`src/rtl/soc_system_pio_pkg.sv`:
```
// Shared constants for the parametrised PIO slave: register word addresses
// and edge-capture selection codes.
package soc_system_pio_pkg;

  localparam logic [2:0] ADDR_DATA    = 3'd0;
  localparam logic [2:0] ADDR_DIR     = 3'd1;
  localparam logic [2:0] ADDR_IRQMASK = 3'd2;
  localparam logic [2:0] ADDR_EDGECAP = 3'd3;
  localparam logic [2:0] ADDR_OUTSET  = 3'd4;
  localparam logic [2:0] ADDR_OUTCLR  = 3'd5;

  localparam int EDGE_RISING  = 0;
  localparam int EDGE_FALLING = 1;
  localparam int EDGE_ANY     = 2;

endpackage

```
`src/rtl/soc_system_pio_if.sv`:
```
// Avalon-MM slave bus bundle for the PIO: zero-wait-state, readdata is
// combinational from address.
interface soc_system_pio_if;
  logic [2:0]  address;
  logic        chipselect;
  logic        write_n;
  logic [31:0] writedata;
  logic [31:0] readdata;

  modport master (
    output address, chipselect, write_n, writedata,
    input  readdata
  );

  modport slave (
    input  address, chipselect, write_n, writedata,
    output readdata
  );
endinterface

```
`src/rtl/soc_system_pio_sync.sv`:
```
// Vector 2-flop synchroniser for asynchronous inputs; resets to zero.
module soc_system_pio_sync #(
  parameter int WIDTH = 5
) (
  input  logic             clk,
  input  logic             reset,
  input  logic [WIDTH-1:0] d,
  output logic [WIDTH-1:0] q
);

  logic [WIDTH-1:0] meta;

  always_ff @(posedge clk or posedge reset) begin
    if (reset) begin
      meta <= '0;
      q    <= '0;
    end else begin
      meta <= d;
      q    <= meta;
    end
  end

endmodule

```
`src/rtl/soc_system_pio_ext.sv`:
```
// Parametrised Avalon-MM PIO: direction control, atomic set/clear, synchronised
// inputs, per-bit edge capture and a maskable registered interrupt.
module soc_system_pio_ext
  import soc_system_pio_pkg::*;
#(
  parameter int               WIDTH       = 5,
  parameter logic [WIDTH-1:0] RESET_VALUE = '0,
  parameter int               EDGE_TYPE   = EDGE_RISING
) (
  input  logic              clk,
  input  logic              reset,
  soc_system_pio_if.slave   avs,
  input  logic [WIDTH-1:0]  in_port,
  output logic [WIDTH-1:0]  out_port,
  output logic [WIDTH-1:0]  out_en,
  output logic              irq
);

  logic [WIDTH-1:0] data_out;
  logic [WIDTH-1:0] dir;
  logic [WIDTH-1:0] irq_mask;
  logic [WIDTH-1:0] edge_cap;
  logic [WIDTH-1:0] sync_in;
  logic [WIDTH-1:0] sync_d;
  logic [WIDTH-1:0] edge_det;
  logic [WIDTH-1:0] cap_clr;
  logic [WIDTH-1:0] wdata;
  logic [WIDTH-1:0] rd_val;
  logic             wr_en;
  logic             irq_q;

  soc_system_pio_sync #(.WIDTH(WIDTH)) u_sync (
    .clk   (clk),
    .reset (reset),
    .d     (in_port),
    .q     (sync_in)
  );

  assign wr_en   = avs.chipselect && !avs.write_n;
  assign wdata   = avs.writedata[WIDTH-1:0];
  assign cap_clr = (wr_en && avs.address == ADDR_EDGECAP) ? wdata : '0;

  always_comb begin
    edge_det = sync_in & ~sync_d;
    case (EDGE_TYPE)
      EDGE_FALLING: edge_det = ~sync_in & sync_d;
      EDGE_ANY:     edge_det = sync_in ^ sync_d;
      default:      edge_det = sync_in & ~sync_d;
    endcase
  end

  // A new edge is OR'd in after the clear so it survives a simultaneous W1C.
  always_ff @(posedge clk or posedge reset) begin
    if (reset) begin
      data_out <= RESET_VALUE;
      dir      <= '0;
      irq_mask <= '0;
      edge_cap <= '0;
      sync_d   <= '0;
      irq_q    <= 1'b0;
    end else begin
      sync_d   <= sync_in;
      edge_cap <= (edge_cap & ~cap_clr) | edge_det;
      irq_q    <= |(edge_cap & irq_mask);
      if (wr_en) begin
        case (avs.address)
          ADDR_DATA:    data_out <= wdata;
          ADDR_DIR:     dir      <= wdata;
          ADDR_IRQMASK: irq_mask <= wdata;
          ADDR_OUTSET:  data_out <= data_out | wdata;
          ADDR_OUTCLR:  data_out <= data_out & ~wdata;
          default:      ;
        endcase
      end
    end
  end

  always_comb begin
    rd_val = '0;
    case (avs.address)
      ADDR_DATA:    rd_val = (sync_in & ~dir) | (data_out & dir);
      ADDR_DIR:     rd_val = dir;
      ADDR_IRQMASK: rd_val = irq_mask;
      ADDR_EDGECAP: rd_val = edge_cap;
      default:      rd_val = '0;
    endcase
  end

  assign avs.readdata = 32'(rd_val);
  assign out_port     = data_out;
  assign out_en       = dir;
  assign irq          = irq_q;

endmodule
```
`src/flat_wrapper.sv`:
```
// flat-port wrapper written by rule: the top's interface ports become plain ports
module soc_system_pio_ext_flat import soc_system_pio_pkg::*;
#(
  parameter int               WIDTH       = 5,
  parameter logic [WIDTH-1:0] RESET_VALUE = '0,
  parameter int               EDGE_TYPE   = EDGE_RISING
)
  (clk, reset, in_port, out_port, out_en, irq, avs_address, avs_chipselect, avs_write_n, avs_writedata, avs_readdata);
  soc_system_pio_if avs_i ();
  input  logic clk;
  input  logic reset;
  input  logic [WIDTH-1:0] in_port;
  output logic [WIDTH-1:0] out_port;
  output logic [WIDTH-1:0] out_en;
  output logic irq;
  input wire logic [$bits(avs_i.address)-1:0] avs_address;
  input wire logic [$bits(avs_i.chipselect)-1:0] avs_chipselect;
  input wire logic [$bits(avs_i.write_n)-1:0] avs_write_n;
  input wire logic [$bits(avs_i.writedata)-1:0] avs_writedata;
  output wire logic [$bits(avs_i.readdata)-1:0] avs_readdata;
  assign avs_i.address = avs_address;
  assign avs_i.chipselect = avs_chipselect;
  assign avs_i.write_n = avs_write_n;
  assign avs_i.writedata = avs_writedata;
  assign avs_readdata = avs_i.readdata;
  soc_system_pio_ext #(.WIDTH(WIDTH), .RESET_VALUE(RESET_VALUE), .EDGE_TYPE(EDGE_TYPE)) u_core (.clk(clk), .reset(reset), .avs(avs_i), .in_port(in_port), .out_port(out_port), .out_en(out_en), .irq(irq));
endmodule
```
`config.mk`:
```
export PLATFORM = sky130hd
export DESIGN_NAME = soc_system_pio_ext_flat
export DESIGN_NICKNAME = d
export VERILOG_FILES = /design/src/rtl/soc_system_pio_pkg.sv /design/src/rtl/soc_system_pio_if.sv /design/src/rtl/soc_system_pio_sync.sv /design/src/rtl/soc_system_pio_ext.sv /design/src/flat_wrapper.sv
export SDC_FILE = /design/constraint.sdc
export NUM_CORES = 1
export LEC_CHECK = 0
export CAP_MARGIN = 20
export CORE_AREA = 3 3 63 76
export CTS_CLUSTER_SIZE = 16
export DETAILED_ROUTE_END_ITERATION = 8
export DIE_AREA = 0 0 66 79
export PLACE_DENSITY = 0.81
export SYNTH_ARGS = -nofsm -noshare
export SYNTH_HDL_FRONTEND = slang
export SYNTH_SLANG_ARGS = --single-unit
```
`constraint.sdc`:
```
create_clock -name clk -period 3.85 [get_ports clk]
set_clock_uncertainty 0.2 [all_clocks]
set_input_delay 0.77 -clock clk [delete_from_list [all_inputs] [get_ports clk]]
set_output_delay 0.77 -clock clk [all_outputs]
set_load 0.02 [all_outputs]
```
==> metrics.yaml, run 1 <==
layout:
  layout_common_cells: "36 x dfrtp_1, 32 x clkdlybuf4s50_1, 27 x conb_1, 19 x o21ai_0, 12 x nand2_1"
  stdcell_count: 244
  fin_util: 0.517
  drive_gt1_frac: 0.105
  n_antenna_cell: 0
  area_growth_pct: 23.0
  final_common_cell: "dfrtp_1"
  nFillCells: 376
  fin_area_um2: 2090
  layout.nets: 233
floorplan:
  pin_count: 87
  die_w_um: 66
  fp-row-count: 25
  die_y_um: 79
  start_util: 0.420
  die-area_um2: 5210
  core_um2: 4040
status:
  status: "complete, no violations"
setup_path:
  worst_r2r_endpoint: "u_core.irq"
  r2r-start: "u_core.irq_mask[3]"
  path_class: "primary input to primary output"
  cp-end-kind: "primary output"
  cp-start-kind: "primary input"
  startpoint: "avs_address[0]"
  worstRegToRegCells: 2
  required_ps: 2880
  crit_path_max_fanout: 29
  reg2reg_setup_slack_ps: 2630
  arrival_ps: 2660
sta:
  finalHoldViolCount: 0
  fmax_mhz: 276
  setup_tns_ps: 0
  report.final.slew_viol_count: 0
  setup_viol_count_final: 0
  max-slew-margin-rel: 0.625
  period_needed_ps: 3630
  rsz0062_at_grt: "false"
  tightest_slew_ps: 557
  final.setup.worst_slack_ps: 224
  period_share: 0.942
yosys:
  ys_warn_count: 0
  synth-compound-area-share: 0.128
  avgSynthCellArea_um2: 11.2
  yosys.area_share.simple: 0.0900
  ys_seq_elements: 36
  synth_xor_area_frac: 0
  syn_inst: 152
  synth_cell_type_count: 27
  synth_top_family_by_area: "buffers and inverters"
  synth_area_um2: 1700
  synth_fa_ha_area_frac: 0
  yosysSeqAreaShare: 0.531
  muxShareOfSynthArea: 0.0973
drt:
  drtIter0Drc: 100
  routed_wl_um: 3360
  num_vias: 1169
  ant_nets: 0
  wl_per_cell_um: 13.8
  vias_per_cell: 4.79
  drc_errors: 0
  drt_pass1_iterations: 4
min_path:
  hold_depth: 0
  whs_endpoint: "u_core.u_sync.q[0]"
  min_from: "u_core.u_sync.meta[0]"
  hold_path_class: "flop to flop"
clock_network:
  insertion_delay_ps: 290
  h-tree-depth: 2
  clk_path_buf_depth: 2
  cts.clk_slew.worst_paths_ps: 60
  numCtsBuffers: 5
  clkSinkCount: 36
  clock-root-buffer: "clkbuf_8"
  holdBufCountCts: 0
  cts_setup_buffers: 0
  cts_tree: "done"
  post_cts_resized: 0
power_and_ir_drop:
  p_leak_nw: 0.920
  ir_drop_uv: 161
  p_int_uw: 674
  swShare: 0.286
  power_switching_uw: 271
  clockPowerShare: 0.285
  p_per_area_nw_per_um2: 453
  pwr-share-seq: 0.479
  comb_power_share: 0.236
global_route:
  grt-ovfl-total: 0
  grt_pass1_wl_um: 5380
  first_global_vias: 1115
  antenna_found_initial: 0
  grt_max_degree: 37
  grt_usage: 0.139
flow_run:
  drv_cap: 0
place:
  portBuffers: 32
  hpwl_um: 2360
  dpl-instance-area_um2: 2000
  post-place-cells: 236
  preCtsSetupSlack_ps: 225
  finalWeightedCongestion: 0.801
==> metal layers <==
layer,global-route usage,vias to the layer above,share of wire
li1,-,551,-
met1,0.179,564,0.44
met2,0.213,47,0.47
met3,0.0453,7,0.077
met4,0.0569,0,0.016
met5,0,-,0
==> cells by family after synthesis <==
family | after synthesis
and+or+nand+nor | 27
other | 1
muxes | 15
DFF | 36
buffers and inverters | 40
AOI/OAI and AO/OA | 33
==> stage by stage <==
| step | hold WS (ps) | total power, mW |
|---|---|---|
| global route | 159 | 0.991 |
| global placement | 132 | 0.678 |
| detailed placement | 136 | 0.685 |
| floorplan | 131 | 0.605 |
| CTS | 151 | 0.957 |
| finish | 148 | 0.945 |
==> power groups by stage <==
| stage | Combinational (mW) | Sequential (mW) | Clock [mW] |
|---|---|---|---|
| 6_report | 0.223 | 0.453 | 0.269 |
| 5_1_grt | 0.242 | 0.459 | 0.291 |
| 4_1_cts | 0.225 | 0.454 | 0.279 |
| 3_5_place_dp | 0.224 | 0.461 | 0 |
| 3_3_place_gp | 0.221 | 0.457 | 0 |
| 2_1_floorplan | 0.127 | 0.478 | 0 |
==> worst max path at each step <==
stage	slack, ps	end	depth (start not counted)
global route	140	avs_readdata[0]	5
finish	220	avs_readdata[0]	5
global placement	200	avs_readdata[0]	5
detailed placement	220	avs_readdata[0]	5
CTS	220	avs_readdata[0]	5
floorplan	970	avs_readdata[0]	5
==> layout make-up <==
type / count / area, um^2 / area share
Tap cell: 54 / 67.6 / 0.0324
Multi-Input combinational cell: 102 / 636 / 0.305
Timing Repair Buffer: 36 / 363 / 0.174
Clock buffer: 8 / 90.1 / 0.0432
Inverter: 8 / 30.0 / 0.0144
Sequential cell: 36 / 901 / 0.432
==> state kept, by name, summed over array words and instances (netlist names) <==
name / cells
u_core.edge_cap: 5
u_core.irq: 1
u_core.irq_mask: 5
u_core.out_en: 5
u_core.out_port: 5
u_core.sync_d: 5
u_core.u_sync.meta: 5
u_core.u_sync.q: 5
==> synth_stat cells <==
library cell  count  area share
mux2i_1           3       0.018
a211oi_1          1      0.0044
a21o_1            1      0.0044
nor2_2            1      0.0037
inv_1             7       0.015
nand2_1          12       0.027
buf_4            27        0.12
and3_1            7       0.026
dfrtp_1          36        0.53
or3_1             2      0.0074
mux2_1            5       0.033
nor4b_2           1      0.0088
a22oi_1           1      0.0044
inv_2             1      0.0022
nor3b_1           2      0.0088
a31oi_1           2      0.0074
a22o_1            1      0.0052
nand4bb_1         1      0.0066
a222oi_1          1      0.0059
buf_2             5       0.015
conb_1            1      0.0022
o21ai_0          19       0.056
mux2_2            7       0.046
o311a_1           1      0.0059
o311ai_0          2       0.010
a221o_1           4       0.024
nor2_1            1      0.0022
==> worst max-delay path, stage by stage <==
cell	delay, ps
clkdlybuf4s50_1	440
buf_12	180
o311a_1	360
a211oi_1	240
clkdlybuf4s50_1	650
Note: power is estimated with default switching activity, not from simulation.
==> inputs of run 2 (changes only) <==
--- a/config.mk
+++ b/config.mk
@@ -6,10 +6,10 @@
 export NUM_CORES = 1
 export LEC_CHECK = 0
 export CAP_MARGIN = 20
-export CORE_AREA = 3 3 63 76
+export CORE_AREA = 2 2 62 75
 export CTS_CLUSTER_SIZE = 16
 export DETAILED_ROUTE_END_ITERATION = 8
-export DIE_AREA = 0 0 66 79
+export DIE_AREA = 0 0 64 77
 export PLACE_DENSITY = 0.81
 export SYNTH_ARGS = -nofsm -noshare
 export SYNTH_HDL_FRONTEND = slang
==> run 2 against run 1 <==
  * Die area fell by 5.5%
  * Sequential power barely moved
  * Worst setup slack got worse by 16 ps
  * Largest cell class unchanged
  * Global-route usage rose by 0.11 points
  * Utilization fell by 1.8 points
  * Highest routed layer unchanged
  * Clock-buffer cell count fell by 1
  * Critical path depth did not move
==> metrics.yaml, run 2 (synthesis gave the netlist of run 1 again) <==
status:
  status: "complete, no violations"  # unchanged
floorplan:
  start_util: 0.404  # was 0.420
  die_y_um: 77  # was 79 um
  pin_count: 87  # unchanged
  core_um2: 4200  # was 4040 um^2
  fp-row-count: 26  # was 25
  die-area_um2: 4930  # was 5210 um^2
  die_w_um: 64  # was 66 um
layout:
  n_antenna_cell: 0  # unchanged
  area_growth_pct: 23.5  # was 23.0%
  layout.nets: 233  # unchanged
  multi_input_area_um2: 636  # unchanged
  nFillCells: 398  # was 376
  fin_util: 0.499  # was 0.517
  drive_gt1_frac: 0.111  # was 0.105
  layout_common_cells: "36 x dfrtp_1, 32 x clkdlybuf4s50_1, 27 x conb_1, 19 x o21ai_0, 12 x nand2_1"  # unchanged
  regArea_um2: 901  # unchanged
  final_common_cell: "dfrtp_1"  # unchanged
min_path:
  min_from: "u_core.u_sync.meta[0]"  # unchanged
  hold_path_class: "flop to flop"  # unchanged
  whs_endpoint: "u_core.u_sync.q[0]"  # unchanged
  hold_depth: 0  # unchanged
clock_network:
  cts_tree: "done"  # unchanged
  clk_path_buf_depth: 2  # unchanged
  cts.clk_slew.worst_paths_ps: 60  # about the same
  clkSinkCount: 36  # unchanged
  clock-root-buffer: "clkbuf_8"  # unchanged
  insertion_delay_ps: 280  # was 290 ps
  h-tree-depth: 2  # unchanged
  post_cts_resized: 0  # unchanged
  cts_setup_buffers: 0  # unchanged
  holdBufCountCts: 0  # unchanged
  numCtsBuffers: 5  # unchanged
setup_path:
  worstRegToRegCells: 2  # unchanged
  reg2reg_setup_slack_ps: 2650  # was 2630 ps
  worst_r2r_endpoint: "u_core.irq"  # unchanged
  r2r-start: "u_core.irq_mask[3]"  # unchanged
  cp-end-kind: "primary output"  # unchanged
  path_class: "primary input to primary output"  # unchanged
  arrival_ps: 2670  # was 2660 ps
  cp-start-kind: "primary input"  # unchanged
  required_ps: 2880  # about the same
  crit_path_max_fanout: 29  # unchanged
sta:
  finalHoldViolCount: 0  # unchanged
  whs_ps: 149  # was 148 ps
  period_needed_ps: 3640  # was 3630 ps
  tightest_slew_ps: 560  # was 557 ps
  max-slew-margin-rel: 0.623  # was 0.625
  setup_viol_count_final: 0  # unchanged
  fmax_mhz: 275  # was 276 MHz
  setup_tns_ps: 0  # unchanged
  rsz0062_at_grt: "false"  # unchanged
  report.final.slew_viol_count: 0  # unchanged
  period_share: 0.946  # was 0.942
  final.setup.worst_slack_ps: 208  # was 224 ps
flow_run:
  drv_cap: 0  # unchanged
drt:
  vias_per_cell: 4.65  # was 4.79
  ant_nets: 0  # unchanged
  drt_pass1_iterations: 4  # unchanged
  num_vias: 1139  # was 1,169
  drtIter0Drc: 101  # was 100
  wl_per_cell_um: 12.8  # was 13.8 um
  routed_wl_um: 3150  # was 3360 um
  drc_errors: 0  # unchanged
global_route:
  grt_max_degree: 37  # unchanged
  first_global_vias: 1106  # was 1,115
  grt-ovfl-total: 0  # unchanged
  grt_pass1_wl_um: 5270  # was 5380 um
  grt_usage: 0.140  # was 0.139
  antenna_found_initial: 0  # unchanged
power_and_ir_drop:
  p_per_area_nw_per_um2: 456  # was 453 nW/um^2
  ir_drop_uv: 218  # was 161 uV
  finalPower_uw: 956  # was 945 uW
  p_leak_nw: 0.925  # was 0.920 nW
place:
  hpwl_um: 2210  # was 2360 um
  preCtsSetupSlack_ps: 220  # was 225 ps
  portBuffers: 32  # unchanged
  finalWeightedCongestion: 0.809  # was 0.801
## run 2: layout make-up
cell class	count	area share
flip-flops and latches	36	0.430
inverters	8	0.0143
well taps	56	0.0334
clock buffers	7	0.0460
repair buffers	36	0.173
multi-input cells	102	0.303
## run 2: worst max-delay path by stage
stage | cells past startpoint | slack, ps | to | start
global placement | 5 | 200 | avs_readdata[0] | avs_address[0]
floorplan | 5 | 970 | avs_readdata[0] | avs_address[0]
CTS | 5 | 210 | avs_readdata[0] | avs_address[0]
global route | 5 | 140 | avs_readdata[0] | avs_address[0]
finish | 5 | 210 | avs_readdata[0] | avs_address[0]
detailed placement | 5 | 220 | avs_readdata[0] | avs_address[0]
## run 2: layer usage
layer	part of all wire	global-route usage	vias up
met1	0.46	0.186	537
met3	0.067	0.0455	6
met4	0.017	0.0630	0
met5	0	0	-
li1	-	-	551
met2	0.45	0.205	45
## run 2: worst max-delay path, cell delays in order
cell	delay, ps
clkdlybuf4s50_1	450
buf_12	180
o311a_1	370
a211oi_1	250
clkdlybuf4s50_1	650
## run 2: per-stage QoR
step	cell area [um^2]	instances
after detailed placement	2000	238
after global placement	2000	238
after floorplan	1790	178
after global routing	2100	245
after CTS	2100	245
final	2100	245
## run 2: report_power, final
| part | total [mW] | internal [mW] | switching [mW] | leakage [nW] |
|---|---|---|---|---|
| Clock | 0.282 | 0.159 | 0.123 | 0.0503 |
| Sequential | 0.452 | 0.421 | 0.0307 | 0.401 |
| Combinational | 0.222 | 0.107 | 0.115 | 0.474 |
| Total | 0.956 | 0.687 | 0.268 | 0.925 |
